File: src/rtl/ic_bvudiv_skolem_seq.sv
// ic_bvudiv_skolem_seq -- sequential bvudiv/bvugt invertibility-condition unit.
// Decides the IC of one of two literals and emits a Skolem witness:
//   op_mode 0 : exists x. (x udiv s) >u t
//   op_mode 1 : exists x. (s udiv x) >u t
// A single restoring divider (1 quotient bit per cycle, MSB first) computes the
// quotient. Division by zero yields all-ones naturally, so latency is constant.
// Optional macro SKOLEM_VERIFY_EN adds a VERIFY pass that re-divides with the
// witness and reports the result on out_chk.
module ic_bvudiv_skolem_seq #(
  parameter int W  = 8,
  parameter int CW = $clog2(W + 1)
) (
  input  logic         clk,
  input  logic         rst_n,
  input  logic         in_valid,
  output logic         in_ready,
  input  logic         op_mode,
  input  logic [W-1:0] op_s,
  input  logic [W-1:0] op_t,
  output logic         out_valid,
  input  logic         out_ready,
  output logic         out_ic,
  output logic [W-1:0] out_x,
  output logic         out_chk
);

  localparam logic [W-1:0]  ALL1 = '1;
  localparam logic [W-1:0]  ONE  = W'(1);
  localparam logic [CW-1:0] LAST = CW'(W - 1);

  typedef enum logic [2:0] {
    S_IDLE,
    S_CALC,
    S_DECIDE,
    S_VERIFY,
    S_RESP
  } state_t;

  state_t r_state, w_state_nxt;

  // Latched request
  logic         r_mode;
  logic [W-1:0] r_s;
  logic [W-1:0] r_t;

  // Divider: r_dq shifts the dividend out of its MSB and the quotient into its LSB
  logic [W-1:0]  r_dq;
  logic [W-1:0]  r_rem;
  logic [W-1:0]  r_dvs;
  logic [CW-1:0] r_cnt;

  logic [W:0]   w_trial;
  logic [W:0]   w_diff;
  logic         w_ge;
  logic [W-1:0] w_rem_nxt;
  logic [W-1:0] w_dq_nxt;
  logic         w_step_last;

  logic         w_dec_ic;
  logic [W-1:0] w_dec_x;
  logic         w_accept;

  // Response registers
  logic         r_out_ic;
  logic [W-1:0] r_out_x;

`ifdef SKOLEM_VERIFY_EN
  logic         r_ic;
  logic [W-1:0] r_x;
  logic         r_out_chk;
`endif

  assign w_accept    = in_valid && (r_state == S_IDLE);
  assign w_step_last = (r_cnt == LAST);

  // One restoring-division step: trial-subtract the divisor from the shifted remainder
  always_comb begin
    w_trial   = {r_rem, r_dq[W-1]};
    w_diff    = w_trial - {1'b0, r_dvs};
    w_ge      = (w_trial >= {1'b0, r_dvs});
    w_rem_nxt = w_ge ? w_diff[W-1:0] : w_trial[W-1:0];
    w_dq_nxt  = {r_dq[W-2:0], w_ge};
  end

  // Decision and witness from the CALC quotient (held in r_dq after W steps)
  always_comb begin
    if (!r_mode) begin
      w_dec_ic = (r_dq > r_t);
      w_dec_x  = w_dec_ic ? ALL1 : '0;
    end else begin
      w_dec_ic = (r_t != ALL1);
      w_dec_x  = (w_dec_ic && (r_s > r_t)) ? ONE : '0;
    end
  end

  // FSM state register
  // NOTE: sequential state uses non-blocking assignments so every flop samples pre-edge values.
  always_ff @(posedge clk or negedge rst_n) begin
    if (!rst_n) r_state <= S_IDLE;
    else        r_state <= w_state_nxt;
  end

  // FSM next-state logic
  // NOTE: the default assignment first keeps this block purely combinational (no latch).
  always_comb begin
    w_state_nxt = r_state;
    case (r_state)
      S_IDLE:   if (w_accept)    w_state_nxt = S_CALC;
      S_CALC:   if (w_step_last) w_state_nxt = S_DECIDE;
`ifdef SKOLEM_VERIFY_EN
      S_DECIDE:                  w_state_nxt = S_VERIFY;
      S_VERIFY: if (w_step_last) w_state_nxt = S_RESP;
`else
      S_DECIDE:                  w_state_nxt = S_RESP;
`endif
      S_RESP:   if (out_ready)   w_state_nxt = S_IDLE;
      default:                   w_state_nxt = S_IDLE;
    endcase
  end

  // Request latch, divider load and divider stepping
  // NOTE: the divider registers are plain flops, not a RAM, so they take the async reset too.
  always_ff @(posedge clk or negedge rst_n) begin
    if (!rst_n) begin
      r_mode <= 1'b0;
      r_s    <= '0;
      r_t    <= '0;
      r_dq   <= '0;
      r_rem  <= '0;
      r_dvs  <= '0;
      r_cnt  <= '0;
`ifdef SKOLEM_VERIFY_EN
      r_ic   <= 1'b0;
      r_x    <= '0;
`endif
    end else begin
      case (r_state)
        S_IDLE: begin
          if (w_accept) begin
            r_mode <= op_mode;
            r_s    <= op_s;
            r_t    <= op_t;
            r_rem  <= '0;
            r_cnt  <= '0;
            // mode 0: ALL1 udiv s ; mode 1: s udiv 1 (latency filler)
            r_dq   <= op_mode ? op_s : ALL1;
            r_dvs  <= op_mode ? ONE  : op_s;
          end
        end
        S_CALC, S_VERIFY: begin
          r_rem <= w_rem_nxt;
          r_dq  <= w_dq_nxt;
          r_cnt <= r_cnt + CW'(1);
        end
`ifdef SKOLEM_VERIFY_EN
        S_DECIDE: begin
          r_ic  <= w_dec_ic;
          r_x   <= w_dec_x;
          r_rem <= '0;
          r_cnt <= '0;
          // mode 0: x udiv s ; mode 1: s udiv x
          r_dq  <= r_mode ? r_s     : w_dec_x;
          r_dvs <= r_mode ? w_dec_x : r_s;
        end
`endif
        default: ;
      endcase
    end
  end

  // Response registers, loaded only on the edge that enters RESP
  always_ff @(posedge clk or negedge rst_n) begin
    if (!rst_n) begin
      r_out_ic  <= 1'b0;
      r_out_x   <= '0;
`ifdef SKOLEM_VERIFY_EN
      r_out_chk <= 1'b0;
`endif
    end else begin
`ifdef SKOLEM_VERIFY_EN
      if (r_state == S_VERIFY && w_step_last) begin
        r_out_ic  <= r_ic;
        r_out_x   <= r_x;
        r_out_chk <= r_ic ? (w_dq_nxt > r_t) : 1'b1;
      end
`else
      if (r_state == S_DECIDE) begin
        r_out_ic <= w_dec_ic;
        r_out_x  <= w_dec_x;
      end
`endif
    end
  end

  assign in_ready  = (r_state == S_IDLE);
  assign out_valid = (r_state == S_RESP);
  assign out_ic    = r_out_ic;
  assign out_x     = r_out_x;
`ifdef SKOLEM_VERIFY_EN
  assign out_chk   = r_out_chk;
`else
  assign out_chk   = (r_state == S_RESP);
`endif

endmodule

File: config.mk
export PLATFORM = sky130hd
export DESIGN_NAME = ic_bvudiv_skolem_seq
export DESIGN_NICKNAME = d
export VERILOG_FILES = /design/src/rtl/ic_bvudiv_skolem_seq.sv
export SDC_FILE = /design/constraint.sdc
export NUM_CORES = 1
export LEC_CHECK = 0
export BUFFER_PORTS_ARGS = -buffer_cell sky130_fd_sc_hd__buf_2
export CORE_UTILIZATION = 45
export DETAILED_ROUTE_END_ITERATION = 16
export HOLD_SLACK_MARGIN = 0.03
export SETUP_SLACK_MARGIN = 0.15
export SLEW_MARGIN = 20
export SYNTH_ARGS = -nofsm -noshare
export SYNTH_HDL_FRONTEND = slang
export SYNTH_SLANG_ARGS = --single-unit
File: constraint.sdc
create_clock -name clk -period 2 [get_ports clk]
set_input_delay 0.1 -clock clk [delete_from_list [all_inputs] [get_ports clk]]
set_output_delay 0.1 -clock clk [all_outputs]
set_load 0.01 [all_outputs]
### Word-level counts from Yosys, hierarchy flattened

Index checks and enable logic that the tools add are counted.

* equality and inequality tests: 9
* mux-type cells: 17
* add/sub/neg operators: 2
* reductions and logical operators: 8
* order comparisons: 3

Operator list (count)
* $mux W8: 7
* $pmux W8 S2: 2
* $gt A8 B8 Y1: 2
* $pmux W3 S4: 1
* $ge A9 B8 Y1: 1
* $mux W3: 3
* $ne A8 B8 Y1 const B: 1
* $pmux W4 S2: 1
* $sub A8 B8 Y8: 1
* $eq A3 B2 Y1 const B: 2
* $add A4 B1 Y4 const B: 1
* $eq A4 B3 Y1 const B: 1
* $mux W4: 1
* $ne A2 B2 Y1 const B: 2
* $reduce_and A2 Y1: 2
* $eq A3 B1 Y1 const B: 1
* $eq A3 B3 Y1 const B: 1
* $logic_not A3 Y1: 1
* $reduce_and A3 Y1: 1
* $logic_and A1 B1 Y1: 2
* $mux W1: 2
* $ne A2 B1 Y1 const B: 1
* $reduce_bool A2 Y1: 1
* $reduce_or A2 Y1: 1

* input bits: 21
* word-level logic and storage cells: 49
* register bits after elaboration: 57
* output and inout port bits: 12

### Logic depth before layout (Yosys ltp)

* depth after elaboration: 4
* depth in mapped cells: 8
* depth with buffers taken out: 8

### Worst setup path after synthesis

OpenSTA, ideal clock, no wires.

* kind: reg-to-reg
* start point: reg r_rem[5]
* end point: reg r_rem[1]
* arrival: 1.652 ns
* setup time: 0.126 ns
* stages on the path, launching flop included: 7
* required time: 1.874 ns
* clock period less this slack: 1.779 ns
* buffers on the path: 0
* path slack: 0.221 ns
* cells stage by stage: dfrtp_1 > ha_1 > a21oi_2 > o221ai_2 > a21oi_2 > nor3_1 > a311o_1

* longest elaborated chain between the ends: 3

Ends and longest elaborated chain
* start, declared: line 48 `logic [W-1:0] r_rem;`
* start signal, assigned: line 151 `r_rem <= w_rem_nxt;`
* $ge A9 B8 Y1: line 80 `w_ge = (w_trial >= {1'b0, r_dvs});`
* $mux W8: line 81 `w_rem_nxt = w_ge ? w_diff[W-1:0] : w_trial[W-1:0];`
* $pmux W8 S2: line 137 `case (r_state)`

No other way between the ends.
A chain may end at the register's enable or synchronous reset.

### Worst setup path after layout

* start point: reg r_dq[7]
* end point: reg r_rem[6]

* longest elaborated chain between the ends: 3
* elaborated cells between the ends (all ways): 4

Ends and longest elaborated chain
* start, declared: line 47 `logic [W-1:0] r_dq;`
* start signal, assigned: line 146 `r_dq <= op_mode ? op_s : ALL1;`
* start signal, assigned: line 152 `r_dq <= w_dq_nxt;`
* $sub A8 B8 Y8 / $ge A9 B8 Y1 (equally long branches): line 79, 80
* $mux W8 *: line 81
* $pmux W8 S2 *: line 137

Mark *: on every way between the ends. The rest lies on a longest branch, timed or not.

==> metrics.csv <==
metric;value;unit
status;complete, no violations;
area share of fa/ha/maj cells after synthesis;11.2;%
Reg2Reg Capture Point;r_rem[6];
RSZ-0062 raised after global routing;true;
detailed-route vias per instance;5.40;
element type at the critical path end;flop;
number of synthesized flops with an enable pin;0;
core area;0.00639;sq mm
first-pass GRT wire length;11400;um
Final Hold Fails;0;
final setup violation count;0;
Max-cap violations;0;
P&R area growth vs syn;19.3;%
CTS tree;built;
# nets final;421;
M1 wire length;3100;um
critical path arrival;2.07;ns
metal2 WL;3280;um
Yosys cell types;50;
wire per inst;14.7;um
relative slew slack;63.6;%
sequential fraction of the synthesis area;42.8;%
worst skew pair latency;0.31;ns
FP Rows;29;
vias post-DR;2442;
CTS sink count;51;
Req. time, crit path;2.24;ns
largest net degree at the start of global routing;36;
CTS H-tree lvls;2;
startpoint types;flop;
Synth Warn #;0;
HP Class;input port to flop;
post-layout min period;1.82;ns
Synth Area in Compound Gates;16.9;%
Slew Limit Fails;0;
Final Cell Area;0.00356;sq mm
Post-synth top flop;dfrtp_1;
hold slack final;0.0445;ns
WL met3;180;um
grt ovf;0;
hold path depth;3;
Final HPWL DP;4920;um
WHS Endpoint;r_s[6];
Gate Count Post-Synth;327;
worst flop-to-flop path startpoint;r_dq[7];
r2r setup slk;0.18;ns
Final Skew;0.00859;ns
Leak Pwr;1.67;nW
die area;0.00696;sq mm
largest family of logic cells by synthesized area;simple AND/OR/NAND/NOR gates;
ANT nets after route;0;
fin crit share;91.1;%
vias in the first global route;2423;
worst vdd ir;0.00104;V
initial antenna violation count;0;
f_max;0.549;GHz
count of state elements after synthesis;51;
kind of critical path;flop to flop;
initial DRC count;111;
simple-gate share of the synthesized area;18.8;%
routed wire length;6650;um
# diodes;0;
Util after Layout;55.7;%
Root Buffer Master;clkbuf_8;
clock-pin slew of the registers on the worst-case setup and hold paths;0.10;ns
area post-placement;0.00323;sq mm
syn_nets;374;
hold_sp;op_s[6];
PD cells;1850;mW/mm^2
DRC;0;
post-synthesis xor/xnor area fraction;2.06;%
GPL Wtd Cong;0.805;
Synth Area per Inst;9.12;sq um
Critical Path Fanout Max;4;
DIE HEIGHT;83.4;um
Die X;83.4;um
Ports;33;
port buffer count;32;
Detailed Routing Iterations Pass 1;4;
actual slew at the worst max-slew pin;0.544;ns
Sum Neg Setup Slack;0;ns
Overall Global Routing Usage;20.5;%
fraction of layout cells with a size suffix above 1;21.1;%
Synth async-reset ratio;100;%
mux share of post-synthesis cell area;1.34;%
Top Layer Used;met4;
Reg2Reg Depth;8;
Inserted Clock Buffers;5;
Starting Density;46.7;%
clock buffer depth;2;
# fillers;587;
Synth Cell Area;0.00298;sq mm
through the flow:
stage	setup slack, ns	power (W)	std cells
6_report	0.177	0.00657	452
5_1_grt	0.0480	0.00722	452
4_1_cts	0.151	0.00646	450
3_5_place_dp	0.0606	0.00553	429
3_3_place_gp	0.104	0.00547	429
2_1_floorplan	0.221	0.00466	327
registers in the layout, summed over array words and instances, names as in the netlist:
name and flops:
r_dvs 8, r_cnt 4, out_x 2, r_mode 1, r_dq 8, r_s 8
r_state 3, out_ic 1, r_t 8, r_rem 8
synth_stat cells (7+ instances only):
master	n	area, sq um
nand2_1	55	206
dfrtp_1	51	1280
o21ai_0	26	130
ha_1	25	313
inv_1	25	93.8
a21oi_1	15	75.1
nor2_1	15	56.3
nand3_1	11	55.1
buf_2	7	35.0
buf_4	7	52.6
nor3_1	7	35.0
worst max-delay path by stage:
| stage | start | endpoint | slack, ns | cells past startpoint |
|---|---|---|---|---|
| 2_1_floorplan | r_rem[5] | r_rem[1] | 0.22 | 6 |
| 3_3_place_gp | r_dq[7] | r_rem[6] | 0.10 | 8 |
| 3_5_place_dp | r_rem[6] | r_rem[7] | 0.06 | 6 |
| 4_1_cts | r_rem[5] | r_rem[1] | 0.15 | 6 |
| 5_1_grt | r_dq[7] | r_rem[6] | 0.05 | 8 |
| 6_report | r_dq[7] | r_rem[6] | 0.18 | 8 |
placed cells by master (no fill, tap or decap), drive strengths merged, types with 5 or more instances in the layout:
cell type	n
nand2	55
dfrtp	51
buf	49
o21ai	31
inv	25
ha	25
a21oi	18
nor2	15
nand3	12
dlygate4sd3	10
nor3	8
nand4	6
clkbuf	6
nor2b	6
nand3b	5
o211ai	5
o31ai	5
cell type report:
class,count,area (sq um),area share [%]
Multi-Input combinational cell,232,1570,44.2
Clock inverter,2,35.0,0.985
Tap cell,77,96.3,2.71
Timing Repair Buffer,59,400,11.3
Clock buffer,6,82.6,2.32
Sequential cell,51,1280,35.9
Inverter,25,93.8,2.64
repair_timing:
action,4_1_cts,5_1_grt
pin swaps,3,5
hold buffers,10,0
hold endpoints to repair,30,0
gates resized for setup,7,10
setup endpoints to repair,7,12
setup buffers,3,2
where the power goes:
part	internal [W]	total, W	switching (W)
combinational	0.00185	0.00392	0.00206
sequential	0.00153	0.00190	0.000370
clock	0.000406	0.000758	0.000353
total	0.00379	0.00657	0.00279
metal layers:
| layer | track usage (%) | vias up |
|---|---|---|
| li1 | - | 1235 |
| met1 | 25.6 | 1154 |
| met2 | 36.2 | 45 |
| met3 | 3.08 | 8 |
| met4 | 6.58 | 0 |
| met5 | 0 | - |
worst max-delay path, cell delays in order (launching register included):
cell and delay (ns):
dfrtp_1 0.40, inv_2 0.06, ha_4 0.17, fa_2 0.41
nor2b_2 0.13, o211ai_1 0.11, mux2i_1 0.14, a211o_1 0.26
nand3_1 0.08
logic make-up after synthesis:
group,Yosys count
AND/OR/NAND/NOR,118
AO/OA/AOI/OAI,77
flip-flops,51
buffers and inverters,44
adder cells (fa/ha/maj),26
XOR/XNOR,7
multiplexers,4
(Power assumes the default switching activity.)
